<file path="src/rtl/vga_sync_gen.sv">
// vga_sync_gen
// Generates VGA raster timing from a fast system clock. A clock divider
// produces a one-clock pixel enable (p_tick). On each p_tick the column and
// row counters x/y advance, and hsync, vsync and video_on are registered from
// the next-state counter values, so they always line up with the registered
// x and y (no pipeline offset).
//
// Optional feature: define VGA_FRAME_TICK_EN to build frame_tick, a
// one-clock pulse in the clock where the counters become (0, V_DISPLAY),
// which is the first pixel of vertical blanking. Without the macro,
// frame_tick is tied to 0.
//
// Ports
//   clk        in   system clock
//   reset_n    in   synchronous, active-low reset
//   p_tick     out  one-clock pulse per pixel period
//   hsync      out  horizontal sync, active low
//   vsync      out  vertical sync, active low
//   video_on   out  high while (x,y) is inside the visible area
//   x          out  current pixel column, 0..H_TOTAL-1
//   y          out  current line, 0..V_TOTAL-1
//   frame_tick out  start-of-vertical-blank pulse (VGA_FRAME_TICK_EN only)
module vga_sync_gen #(
  parameter int CLK_DIV   = 4,
  parameter int H_DISPLAY = 640,
  parameter int H_FRONT   = 16,
  parameter int H_SYNC    = 96,
  parameter int H_BACK    = 48,
  parameter int V_DISPLAY = 480,
  parameter int V_FRONT   = 10,
  parameter int V_SYNC    = 2,
  parameter int V_BACK    = 33
) (
  input  logic       clk,
  input  logic       reset_n,
  output logic       p_tick,
  output logic       hsync,
  output logic       vsync,
  output logic       video_on,
  output logic [9:0] x,
  output logic [9:0] y,
  output logic       frame_tick
);

  localparam int H_TOTAL = H_DISPLAY + H_FRONT + H_SYNC + H_BACK;
  localparam int V_TOTAL = V_DISPLAY + V_FRONT + V_SYNC + V_BACK;

  // A one-clock divider still needs a 1-bit counter; it simply never leaves 0.
  localparam int DIV_W = (CLK_DIV > 1) ? $clog2(CLK_DIV) : 1;
  localparam logic [DIV_W-1:0] DIV_MAX = DIV_W'(CLK_DIV - 1);

  localparam logic [9:0] H_MAX    = 10'(H_TOTAL - 1);
  localparam logic [9:0] V_MAX    = 10'(V_TOTAL - 1);
  localparam logic [9:0] H_VIS    = 10'(H_DISPLAY);
  localparam logic [9:0] V_VIS    = 10'(V_DISPLAY);
  localparam logic [9:0] HS_START = 10'(H_DISPLAY + H_FRONT);
  localparam logic [9:0] HS_END   = 10'(H_DISPLAY + H_FRONT + H_SYNC - 1);
  localparam logic [9:0] VS_START = 10'(V_DISPLAY + V_FRONT);
  localparam logic [9:0] VS_END   = 10'(V_DISPLAY + V_FRONT + V_SYNC - 1);

  logic [DIV_W-1:0] div_cnt;
  logic             div_wrap;
  logic [9:0]       x_next;
  logic [9:0]       y_next;

  assign div_wrap = (div_cnt == DIV_MAX);

  // Next-state counters: they only move on the divider wrap, so every
  // registered output derived from them changes together with x/y.
  always_comb begin
    x_next = x;
    y_next = y;
    if (div_wrap) begin
      if (x == H_MAX) begin
        x_next = 10'd0;
        if (y == V_MAX) y_next = 10'd0;
        else            y_next = y + 10'd1;
      end else begin
        x_next = x + 10'd1;
      end
    end
  end

  always_ff @(posedge clk) begin
    if (!reset_n) begin
      div_cnt  <= '0;
      p_tick   <= 1'b0;
      x        <= 10'd0;
      y        <= 10'd0;
      hsync    <= 1'b1;
      vsync    <= 1'b1;
      video_on <= 1'b0;
    end else begin
      div_cnt  <= div_wrap ? '0 : div_cnt + 1'b1;
      p_tick   <= div_wrap;
      x        <= x_next;
      y        <= y_next;
      hsync    <= !((x_next >= HS_START) && (x_next <= HS_END));
      vsync    <= !((y_next >= VS_START) && (y_next <= VS_END));
      video_on <= (x_next < H_VIS) && (y_next < V_VIS);
    end
  end

`ifdef VGA_FRAME_TICK_EN
  // Fires only on the wrap edge, so it is one clock wide even though the
  // counters sit at (0, V_DISPLAY) for a whole pixel period.
  always_ff @(posedge clk) begin
    if (!reset_n) frame_tick <= 1'b0;
    else          frame_tick <= div_wrap && (x_next == 10'd0) && (y_next == V_VIS);
  end
`else
  assign frame_tick = 1'b0;
`endif

endmodule
</file>
<file path="config.mk">
export PLATFORM = sky130hd
export DESIGN_NAME = vga_sync_gen
export DESIGN_NICKNAME = d
export VERILOG_FILES = /design/src/rtl/vga_sync_gen.sv
export SDC_FILE = /design/constraint.sdc
export NUM_CORES = 1
export LEC_CHECK = 0
export BUFFER_PORTS_ARGS = -buffer_cell sky130_fd_sc_hd__buf_2
export CAP_MARGIN = 20
export CORE_MARGIN = 2
export CORE_UTILIZATION = 57
export CTS_CLUSTER_SIZE = 12
export DETAILED_ROUTE_END_ITERATION = 8
export PLACE_DENSITY = 0.82
export REMOVE_ABC_BUFFERS = 1
export SLEW_MARGIN = 10
export SYNTH_ARGS = -nofsm -noshare
export SYNTH_HDL_FRONTEND = slang
export SYNTH_SLANG_ARGS = --single-unit
</file>
<file path="constraint.sdc">
create_clock -name clk -period 7.2 [get_ports clk]
set_input_delay 0 -clock clk [delete_from_list [all_inputs] [get_ports clk]]
set_output_delay 0 -clock clk [all_outputs]
set_load 0.01 [all_outputs]
</file>
==> flow_results.org <==
** Worst setup path
- Largest fanout on the critical path :: 11
- Crit path cell chain :: ha_1, nand2_2, or4_4, or3_1, xor2_1, nor4_2, or4b_1
- Critical path's largest stage delay :: 0.54 ns
- STA puts the critical path data required time at 7.39 ns.
- STA classifies the critical path startpoint as a flop.
- Setup CP Type :: flop to flop
- The critical path contains buffers and inverters numbering 0 combined.
- Endpoint class of the critical path :: flop
- Among all stages on the critical path, the largest delay is contributed by sky130_fd_sc_hd__or4_4.
- Broken down by cell family, the worst path's largest delay share belongs to simple AND/OR/NAND/NOR gates.
- Data on the critical path arrives at its endpoint at 2.99 ns.

** Timing
- For the pin with the worst max-slew slack, the measured transition is 0.5798 ns.
- Final setup fails :: 0
- Final hold analysis gives a worst-case slack of roughly 0.44 ns.
- Maximum achievable frequency :: approximately 0.36 GHz
- Subtracting the final worst setup slack from the clock period gives 2.800 ns.
- Setup slack closes at between 4 and 5 ns.
- Summed over all failing endpoints, the final setup total negative slack is 0 ns.
- Share of the cycle needed by the critical path after routing :: 38.89%
- Across the routed clock network, the largest skew measured is 0.005062 ns.
- The max-slew violation count came to 0.
- Setup repair after global routing left no endpoint under its margin.
- Slew Limit Headroom :: 61.02%
- Final-report hold violation count :: 0

** Synth
- The mapped netlist covers around 0.0013 sq mm.
- Among all flip-flop cells after synthesis, the most frequent one is sky130_fd_sc_hd__dfxtp_1.
- In the synthesized netlist the async set-or-reset flop fraction comes to 0%.
- Mux share of post-synthesis cell area :: less than 1%
- Summing the areas of all and, or, nand and nor instances in the mapped netlist gives 35.16% of the synthesized area.
- Synthesis produced 163 cells.
- Dominant combinational cell family by area after synthesis :: simple AND/OR/NAND/NOR gates
- Warnings, synthesis :: 0
- Fraction of the mapped netlist area in adder cells :: 3.711%
- The synthesized design contains 26 register bits.
- Sequential element share of the synthesized area :: 38.59%
- Yosys mapped a number of flops with a built-in enable equal to 0.
- Complex-gate fraction of the synthesized area :: 9.926%
- A synthesized cell averages 8.275 sq um.
- Synth Area in XOR/XNOR :: 7.143%
- Yosys mapped the design onto 40 distinct sky130hd cell types.

** Global route
- Met2 Use GR :: 42.50%
- Number of global-route vias before repair :: ~1100
- Global route total overflow :: 0
- GR peak layer :: met2
- Entering global routing, the biggest net connects 16 pins.
- Across every metal layer, demand over resource in global routing totals 24.18%.
- Global routing used between 20 and 30% of the available met1 tracks.
- First-pass GRT wire length :: 4.940 mm
- Initial antenna violation count :: 0
- Met3 global-route usage :: 3.714%

** Layout
- Leaving out fill and tap cells, the most frequent cells in the layout are sky130_fd_sc_hd__dfxtp_1 (26), sky130_fd_sc_hd__buf_2 (25), sky130_fd_sc_hd__nor2_1 (24).
- Number of nets at the end of the flow :: 195
- Final design instance area without fill :: between 0.0015 and 0.002 sq mm
- In the final layout, the multi-input gates occupy 768.2 sq um.
- Post-route non-filler standard cell count :: 215
- Fill cell total of the finished layout :: 205
- Summing all flip-flop and latch instances after layout gives 520.5 sq um.
- The number of antenna diodes in the final layout is 0.
- Most common cell after layout, fill and taps aside :: sky130_fd_sc_hd__dfxtp_1
- Post-layout utilization of the core :: 67.51%
- Growth of design area from synthesis to finish :: 11.78%
- Cells with a size suffix above 1 make up 18.72% of the layout.

** Clock network
- Clock buffers created by TritonCTS :: 3
- No sink is reached through more buffers than the 2 on the longest clock path.
- TritonCTS clock tree :: built
- Number of levels the H-tree was split into :: 1
- The clock net in this run drives a total of 26 sinks.
- Once the clock tree was built, the resizer swapped 0 gates to a different size.
- The root buffer cell chosen for the clock tree is sky130_fd_sc_hd__clkbuf_4.
- Worst-skew pair later-pin latency :: slightly above 0.3 ns
- Clock-pin slew reported for the worst setup and hold paths after clock tree synthesis :: between 0.1 and 0.15 ns

** Route
- Number of nets with antenna violations after detailed routing :: 0
- Dividing the detail-routed wire length by the instance count gives 13.46 um.
- Drt first-iter violations :: 24
- Residual DRC :: 0
- Final WL :: between 2 and 3 mm
- The first TritonRoute pass finished after 4 iterations.
- The detailed router placed 1219 vias in this run.
- Vias per cell :: 5.670

** Placed design
- Post-DP HPWL :: roughly 2.3 mm
- Placed Cells incl. Taps :: 211
- Buffers on Ports :: 25
- In this run the cell area measured after placement is 0.001475 sq mm.
- Before CTS, the worst setup slack after placement is between 4 and 5 ns.
- RePlAce Congestion :: 0.9050

** Floorplanning
- Effective utilization at floorplan :: 60.39%
- The floorplan step defined a core boundary enclosing 0.002233 sq mm.
- The die is 52.65 um wide.
- During I/O placement, the number of pins put on the boundary was 27.
- The floorplan has 17 rows.
- The floorplan step defined a die boundary enclosing 0.002772 sq mm.
- In this run the vertical extent of the chip is 52.65 um.

** Outcome
- Run status :: completed

** Power
- For this design the static power due to leakage is roughly 0.6 nW.
- The completed layout was analyzed and its total power is 0.2147 mW.
- Power per Cell Area :: 142.4 mW/mm^2
- IR Drop Worst-Case VDD :: about 0.11 mV

** Flow run
- # Max-Cap Violations :: 0

** Hold path
- The path class of the tightest hold or removal check is flop to flop.
-- worst register-to-register path: stages, from the launching register on --
cell	delay, ns
sky130_fd_sc_hd__dfxtp_1	0.36
sky130_fd_sc_hd__ha_1	0.36
sky130_fd_sc_hd__nand2_2	0.13
sky130_fd_sc_hd__or4_4	0.54
sky130_fd_sc_hd__or3_1	0.39
sky130_fd_sc_hd__xor2_1	0.17
sky130_fd_sc_hd__nor4_2	0.26
sky130_fd_sc_hd__or4b_1	0.47
-- metal layers --
| layer | part of all wire [%] | up-vias |
|---|---|---|
| met5 | 0 | - |
| met4 | 1.9 | 0 |
| met2 | 50 | 31 |
| met1 | 45 | 564 |
| met3 | 3.8 | 6 |
| li1 | - | 618 |
-- cell families (layout without fill, tap and decap cells) --
kind of cell	count (synthesis)	after routing
DFF	26	26
xor gates and xnor gates	11	11
muxes	1	1
buffers and inverters	11	35
adders and majority gates	4	4
and+or+nand+nor	87	87
other	1	1
AOI/OAI and AO/OA	22	22
-- flip-flops by register name, summed over array words and instances, names as in the netlist --
register,cells
hsync,1
p_tick,1
vsync,1
y,10
x,10
video_on,1
div_cnt,2
-- worst paths after layout --
kind              start    endpoint  slack [ns]  depth (start not counted)
max          div_cnt[0]       vsync        4.40                          7
min          div_cnt[0]  div_cnt[0]        0.44                          1
max reg2reg  div_cnt[0]       vsync        4.40                          7
min reg2reg  div_cnt[0]  div_cnt[0]        0.44                          1
-- Yosys cell counts (2+ instances only) --
cell	n	area [sq um]
sky130_fd_sc_hd__o21ai_0	7	35.03
sky130_fd_sc_hd__nor4_2	2	25.02
sky130_fd_sc_hd__nor4_1	2	12.51
sky130_fd_sc_hd__a21oi_1	6	30.03
sky130_fd_sc_hd__nor2_1	24	90.09
sky130_fd_sc_hd__nand2b_1	3	18.77
sky130_fd_sc_hd__nor3_1	4	20.02
sky130_fd_sc_hd__dfxtp_1	26	520.5
sky130_fd_sc_hd__inv_1	5	18.77
sky130_fd_sc_hd__xor2_1	7	61.31
sky130_fd_sc_hd__xnor2_1	4	35.03
sky130_fd_sc_hd__nand2_1	20	75.07
sky130_fd_sc_hd__or3_1	3	18.77
sky130_fd_sc_hd__nand3_1	6	30.03
sky130_fd_sc_hd__o211ai_1	2	15.01
sky130_fd_sc_hd__and2_1	4	25.02
sky130_fd_sc_hd__clkbuf_1	2	7.510
sky130_fd_sc_hd__ha_1	4	50.05
sky130_fd_sc_hd__buf_4	3	22.52
sky130_fd_sc_hd__and3_1	3	18.77
sky130_fd_sc_hd__nand4_1	7	43.79
-- report_power, final --
part,total (mW),switching (mW),internal (mW)
registers,0.147,0.00117,0.146
clock network,0.0582,0.0387,0.0195
logic,0.00906,0.00539,0.00367
-- area by class of cell --
class / instances / share of cell area, %
well taps: 28 / 2.324
inverters: 5 / 1.245
repair buffers: 27 / 9.461
clock buffers: 3 / 1.494
flip-flops and latches: 26 / 34.52
multi-input cells: 126 / 50.95
-- timing repair --
action,in CTS,in global routing
endpoints found under the hold margin,4,0
buffers inserted,0,0
hold buffers,1,0
(Power assumes the default switching activity.)
